File: src/rtl/debug_pkg.sv
// Shared definitions for the debug response path: FSM encoding, widths and
// the decoder clock-control command codes used by both RTL and host tests.
package debug_pkg;

  typedef enum logic [1:0] {
    ST_IDLE  = 2'd0,
    ST_START = 2'd1,
    ST_DATA  = 2'd2,
    ST_STOP  = 2'd3
  } dbg_state_e;

  localparam int DBG_BYTE_W = 8;
  localparam int DBG_WORD_W = 32;
  localparam int DBG_SIZE_W = 2;

  localparam logic [5:0] DBG_CMD_CLK_CTL0 = 6'b111000;
  localparam logic [5:0] DBG_CMD_CLK_CTL1 = 6'b111111;

endpackage

File: src/rtl/debug_resp_tx_baud_tick.sv
// Bit-period timer: counts 0..CLKS_PER_BIT-1 while enabled and pulses o_tick
// on the last cycle of each serial bit.
module baud_tick #(
  parameter int CLKS_PER_BIT = 5208
) (
  input  logic clock,
  input  logic reset,
  input  logic i_en,
  input  logic i_clr,
  output logic o_tick
);

  localparam int CW = (CLKS_PER_BIT > 2) ? $clog2(CLKS_PER_BIT) : 1;

  logic [CW-1:0] r_cnt;

  assign o_tick = i_en && (r_cnt == CW'(CLKS_PER_BIT - 1));

  always_ff @(posedge clock) begin
    if (!reset || i_clr) begin
      r_cnt <= '0;
    end else if (i_en) begin
      r_cnt <= o_tick ? '0 : r_cnt + CW'(1);
    end
  end

endmodule

File: src/rtl/debug_resp_tx.sv
// Debug-response UART transmitter: latches a decoder word and sends size+1
// bytes LSB-first as back-to-back 8N1 frames.
module debug_resp_tx
  import debug_pkg::*;
#(
  parameter int CLKS_PER_BIT = 5208
) (
  input  logic                  clock,
  input  logic                  reset,
  input  logic                  start,
  input  logic [DBG_WORD_W-1:0] result,
  input  logic [DBG_SIZE_W-1:0] size,
  output logic                  busy,
  output logic                  done,
  output logic                  tx
);

  dbg_state_e            r_state, w_state_nxt;
  logic [DBG_WORD_W-1:0] r_word, w_word_nxt;
  logic [DBG_SIZE_W-1:0] r_rem, w_rem_nxt;
  logic [2:0]            r_bit, w_bit_nxt, w_bit_inc;
  logic                  r_tx, w_tx_nxt;
  logic                  r_busy, w_busy_nxt;
  logic                  r_done, w_done_nxt;
  logic                  w_accept;
  logic                  w_tick;
  logic [DBG_BYTE_W-1:0] w_byte;

  assign w_byte    = r_word[DBG_BYTE_W-1:0];
  assign w_bit_inc = r_bit + 3'd1;

  baud_tick #(.CLKS_PER_BIT(CLKS_PER_BIT)) u_baud (
    .clock  (clock),
    .reset  (reset),
    .i_en   (r_state != ST_IDLE),
    .i_clr  (w_accept),
    .o_tick (w_tick)
  );

  always_ff @(posedge clock) begin
    if (!reset) begin
      r_state <= ST_IDLE;
      r_word  <= '0;
      r_rem   <= '0;
      r_bit   <= '0;
      r_tx    <= 1'b1;
      r_busy  <= 1'b0;
      r_done  <= 1'b0;
    end else begin
      r_state <= w_state_nxt;
      r_word  <= w_word_nxt;
      r_rem   <= w_rem_nxt;
      r_bit   <= w_bit_nxt;
      r_tx    <= w_tx_nxt;
      r_busy  <= w_busy_nxt;
      r_done  <= w_done_nxt;
    end
  end

  // Outputs are computed one cycle ahead so tx/busy/done come straight from flops.
  always_comb begin
    w_state_nxt = r_state;
    w_word_nxt  = r_word;
    w_rem_nxt   = r_rem;
    w_bit_nxt   = r_bit;
    w_tx_nxt    = r_tx;
    w_busy_nxt  = r_busy;
    w_done_nxt  = 1'b0;
    w_accept    = 1'b0;
    case (r_state)
      ST_IDLE: begin
        if (start) begin
          w_accept    = 1'b1;
          w_state_nxt = ST_START;
          w_word_nxt  = result;
          w_rem_nxt   = size;
          w_bit_nxt   = '0;
          w_tx_nxt    = 1'b0;
          w_busy_nxt  = 1'b1;
        end
      end
      ST_START: begin
        if (w_tick) begin
          w_state_nxt = ST_DATA;
          w_bit_nxt   = '0;
          w_tx_nxt    = w_byte[0];
        end
      end
      ST_DATA: begin
        if (w_tick) begin
          if (r_bit == 3'd7) begin
            w_state_nxt = ST_STOP;
            w_bit_nxt   = '0;
            w_tx_nxt    = 1'b1;
          end else begin
            w_bit_nxt = w_bit_inc;
            w_tx_nxt  = w_byte[w_bit_inc];
          end
        end
      end
      ST_STOP: begin
        if (w_tick) begin
          if (r_rem != '0) begin
            w_state_nxt = ST_START;
            w_rem_nxt   = r_rem - DBG_SIZE_W'(1);
            w_word_nxt  = r_word >> DBG_BYTE_W;
            w_tx_nxt    = 1'b0;
          end else begin
            w_state_nxt = ST_IDLE;
            w_tx_nxt    = 1'b1;
            w_busy_nxt  = 1'b0;
            w_done_nxt  = 1'b1;
          end
        end
      end
      default: begin
        w_state_nxt = ST_IDLE;
        w_tx_nxt    = 1'b1;
        w_busy_nxt  = 1'b0;
      end
    endcase
  end

  assign tx   = r_tx;
  assign busy = r_busy;
  assign done = r_done;

endmodule
File: config.mk
export PLATFORM = sky130hd
export DESIGN_NAME = debug_resp_tx
export DESIGN_NICKNAME = d
export VERILOG_FILES = /design/src/rtl/debug_pkg.sv /design/src/rtl/debug_resp_tx_baud_tick.sv /design/src/rtl/debug_resp_tx.sv
export SDC_FILE = /design/constraint.sdc
export NUM_CORES = 1
export LEC_CHECK = 0
export CAP_MARGIN = 15
export CORE_MARGIN = 2
export CORE_UTILIZATION = 25
export DETAILED_ROUTE_END_ITERATION = 12
export HOLD_SLACK_MARGIN = 0.12
export MAX_ROUTING_LAYER = met4
export PLACE_DENSITY_LB_ADDON = 0.05
export SLEW_MARGIN = 20
export SYNTH_ARGS = -nofsm -noshare
export SYNTH_HDL_FRONTEND = slang
export SYNTH_HIERARCHICAL = 1
export SYNTH_SLANG_ARGS = --single-unit
export TNS_END_PERCENT = 50
File: constraint.sdc
create_clock -name clock -period 2.75 [get_ports clock]
set_input_delay 0.275 -clock clock [delete_from_list [all_inputs] [get_ports clock]]
set_output_delay 0.275 -clock clock [all_outputs]
set_load 0.01 [all_outputs]
==> impl_metrics.py <==
metrics = {
    "status": {
        "outcome": "finished, final reports clean",
    },
    "global_route": {
        "grt_max_degree": 51,
        "grt_busiest_layer": "met1",
        "antenna_found_initial": 0,
        "met1_usage_pct": 16.5,
        "gr-total-overflow": 0,
        "track_usage_pct": 11.4,
        "grt_pass1_wl_mm": 10.1,
        "grt_pass1_vias": 2018,
        "grt_use_met3_pct": 2.06,
        "use_met2_pct": 16.4,
    },
    "finish": {
        "finish.net_count": 369,
        "diodes": 0,
        "drive_gt1_share_pct": 7.76,
        "area_growth_pct": 23.1,
    },
    "sta": {
        "maxSlewHeadroom_pct": 47.7,
        "fin_skew_ns": 0.00962,
        "fmax_ghz": 0.412,
        "grt_setup_unrepaired": "false",
        "finalMaxSlewViolations": 0,
        "hold_violations": 0,
        "post-route-period-util_pct": 88.2,
        "setup_viol": 0,
        "finalCriticalPeriod_ns": 2.43,
        "setup_tns_ns": 0,
        "worst_pin_slew_ns": 0.781,
    },
    "yosys": {
        "synth_top_area_share_pct": 41.1,
        "avgSynthCellArea_um2": 9.33,
        "synth.most_common_cell": "dfxtp_1",
        "synthCells": 287,
        "syn_area_um2": 2680,
        "ys_ff_latch": 55,
        "yosys_warnings": 6,
        "synth_commonest_cells": "55 x dfxtp_1, 53 x nor2_1, 32 x mux2i_1, 26 x a211oi_1",
        "synth_nets": 334,
        "synth_edf_count": 0,
        "synth-seq-area-share_pct": 41.1,
        "synthTopCellsByArea": "dfxtp_1 41%, mux2i_1 12%, nor2_1 7.4%",
        "yosys.area.top_type": "dfxtp_1",
        "synthFlopType": "dfxtp_1",
        "synthDistinctLibCells": 45,
        "synth-async-reset-ratio_pct": 0,
    },
    "cts": {
        "clock-sinks": 55,
        "cts_tree": "built",
        "clk-insertion-delay-late_ns": 0.31,
        "cts-hold-fix-buffers": 0,
        "numCtsBuffers": 5,
        "cts_root_buffer": "clkbuf_8",
        "clk_pin_slew_worst_paths_ns": 0.10,
        "htree_levels": 2,
        "cts_resized": 0,
        "cts_setup_buffers": 0,
        "cts.path.max_buffers": 2,
    },
    "worst_setup_path": {
        "rrSetupSlack_ns": 0.32,
        "crit_path_end_kind": "register",
        "path_class": "register to register",
        "cp_max_fo": 6,
        "cp_data_arrival_time_ns": 2.62,
        "cp-start-kind": "register",
        "crit_required_ns": 2.94,
    },
    "power": {
        "ir_drop_uv": 246,
        "switchingPower_mw": 1.10,
        "p_int_mw": 1.77,
        "powerDensity_nw_per_um2": 871,
        "pwr-share-comb_pct": 42.9,
        "p_clk_share_pct": 15.7,
        "p_sw_share_pct": 38.2,
        "seqPwrFrac_pct": 41.4,
        "p_total_mw": 2.87,
        "p_leak_nw": 1.12,
    },
    "drt": {
        "vias_per_cell": 4.51,
        "firstDrtPassIters": 4,
        "drc_errors": 0,
        "num_vias": 2064,
        "totalWireLength_mm": 6.10,
        "drtIter0Drc": 82,
        "wl_per_cell_um": 13.3,
        "drtAntennaViolNets": 0,
    },
    "floorplanning": {
        "die-height_um": 107,
        "rows": 37,
        "io_pins": 40,
        "fp.dieW_um": 107,
        "start_util_pct": 25.8,
        "coreArea_um2": 10400,
        "die_area_um2": 11500,
    },
    "placement": {
        "io_buffers": 39,
        "place.gp.congestion": 0.738,
        "post-dp-hpwl_mm": 4.45,
    },
    "run": {
        "maxCapViolations": 0,
    },
    "min_path": {
        "hold_class": "register to register",
    },
}
[layout by cell type, fill, tap and decap left out, types with 3 or more instances in the layout]
cell	Yosys	layout
a211oi_1	26	26
clkbuf_8	0	5
a22oi_1	9	9
clkdlybuf4s50_1	0	39
buf_4	0	4
nor2_1	53	53
xnor2_1	9	9
mux2i_1	32	32
dfxtp_1	55	55
nand3_1	4	4
ha_1	10	9
nand2b_1	3	3
nor3_1	5	5
inv_1	11	11
nor2b_1	5	5
and2_1	3	3
o21ai_0	3	3
nand2_1	11	11
[sequential cells by signal (all words and copies together) (netlist names)]
register and count:
r_word 32, u_baud/r_cnt 13, r_bit 3, r_rem 2, r_state 2, busy 1, done 1, tx 1
[worst paths after layout]
path                                         startpoint                    end  cells after the start
worst min-delay path              r_bit[2]$_SDFFE_PN0P_  r_bit[2]$_SDFFE_PN0P_                      2
worst max register to register  r_state[1]$_SDFFE_PN0P_  r_bit[1]$_SDFFE_PN0P_                     11
worst max-delay path            r_state[1]$_SDFFE_PN0P_  r_bit[1]$_SDFFE_PN0P_                     11
worst min register to register    r_bit[2]$_SDFFE_PN0P_  r_bit[2]$_SDFFE_PN0P_                      2
[per-stage QoR]
stage / setup slack, ns / area (um2) / std cells / utilization (%) / hold WS (ns)
after floorplan: 0.247 / 2680 / 287 / - / 0.397
after detailed placement: 0.206 / 3210 / 451 / 30.9 / 0.468
after global routing: 0.0869 / 3290 / 458 / 31.8 / 0.530
after global placement: 0.342 / 3210 / 451 / 30.9 / 0.464
final: 0.324 / 3290 / 458 / 31.8 / 0.480
after CTS: 0.178 / 3290 / 458 / 31.7 / 0.485
[power by group through the flow]
stage	clock network, mW	logic (mW)	registers [mW]
after floorplan	0	0.945	1.17
after CTS	0.485	1.25	1.20
after global placement	0	1.24	1.22
final	0.450	1.23	1.19
after global routing	0.510	1.40	1.22
after detailed placement	0	1.25	1.22
[logic make-up (layout without fill, tap and decap cells)]
kind of cell	count (synthesis)	in the layout	share of synthesized area, %
flops	55	55	41.1
simple gates	98	98	17.6
xor+xnor	11	11	3.60
compound gates	52	52	15.4
mux	33	33	12.8
buf+inv	28	63	4.81
fa+ha+maj	10	10	4.68
[layout make-up]
cell class,instances,area [um2]
fillers,1106,7080
repair buffers,44,440
clock buffers,5,68.8
flip-flops and latches,55,1100
multi-input cells,204,1460
inverters,12,45.0
clock inverters,2,13.8
well taps,136,170
[worst max-delay path, cell delays in order (launching register included)]
cell and delay (ns):
dfxtp_1 0.44, inv_1 0.11, ha_1 0.25, inv_1 0.09, and3_1 0.16, nand2_1 0.11
nor4_2 0.24, buf_4 0.19, o21ba_2 0.16, nor3_2 0.28, mux2i_1 0.23, nor2_1 0.05
[metal layers]
layer  part of all wire [%]  vias to the layer above
met1                     55                      924
li1                       -                     1098
met4                    1.2                        0
met2                     41                       35
met5                      0                        -
met3                    3.2                        7
Note: power is estimated with default switching activity, not from simulation.
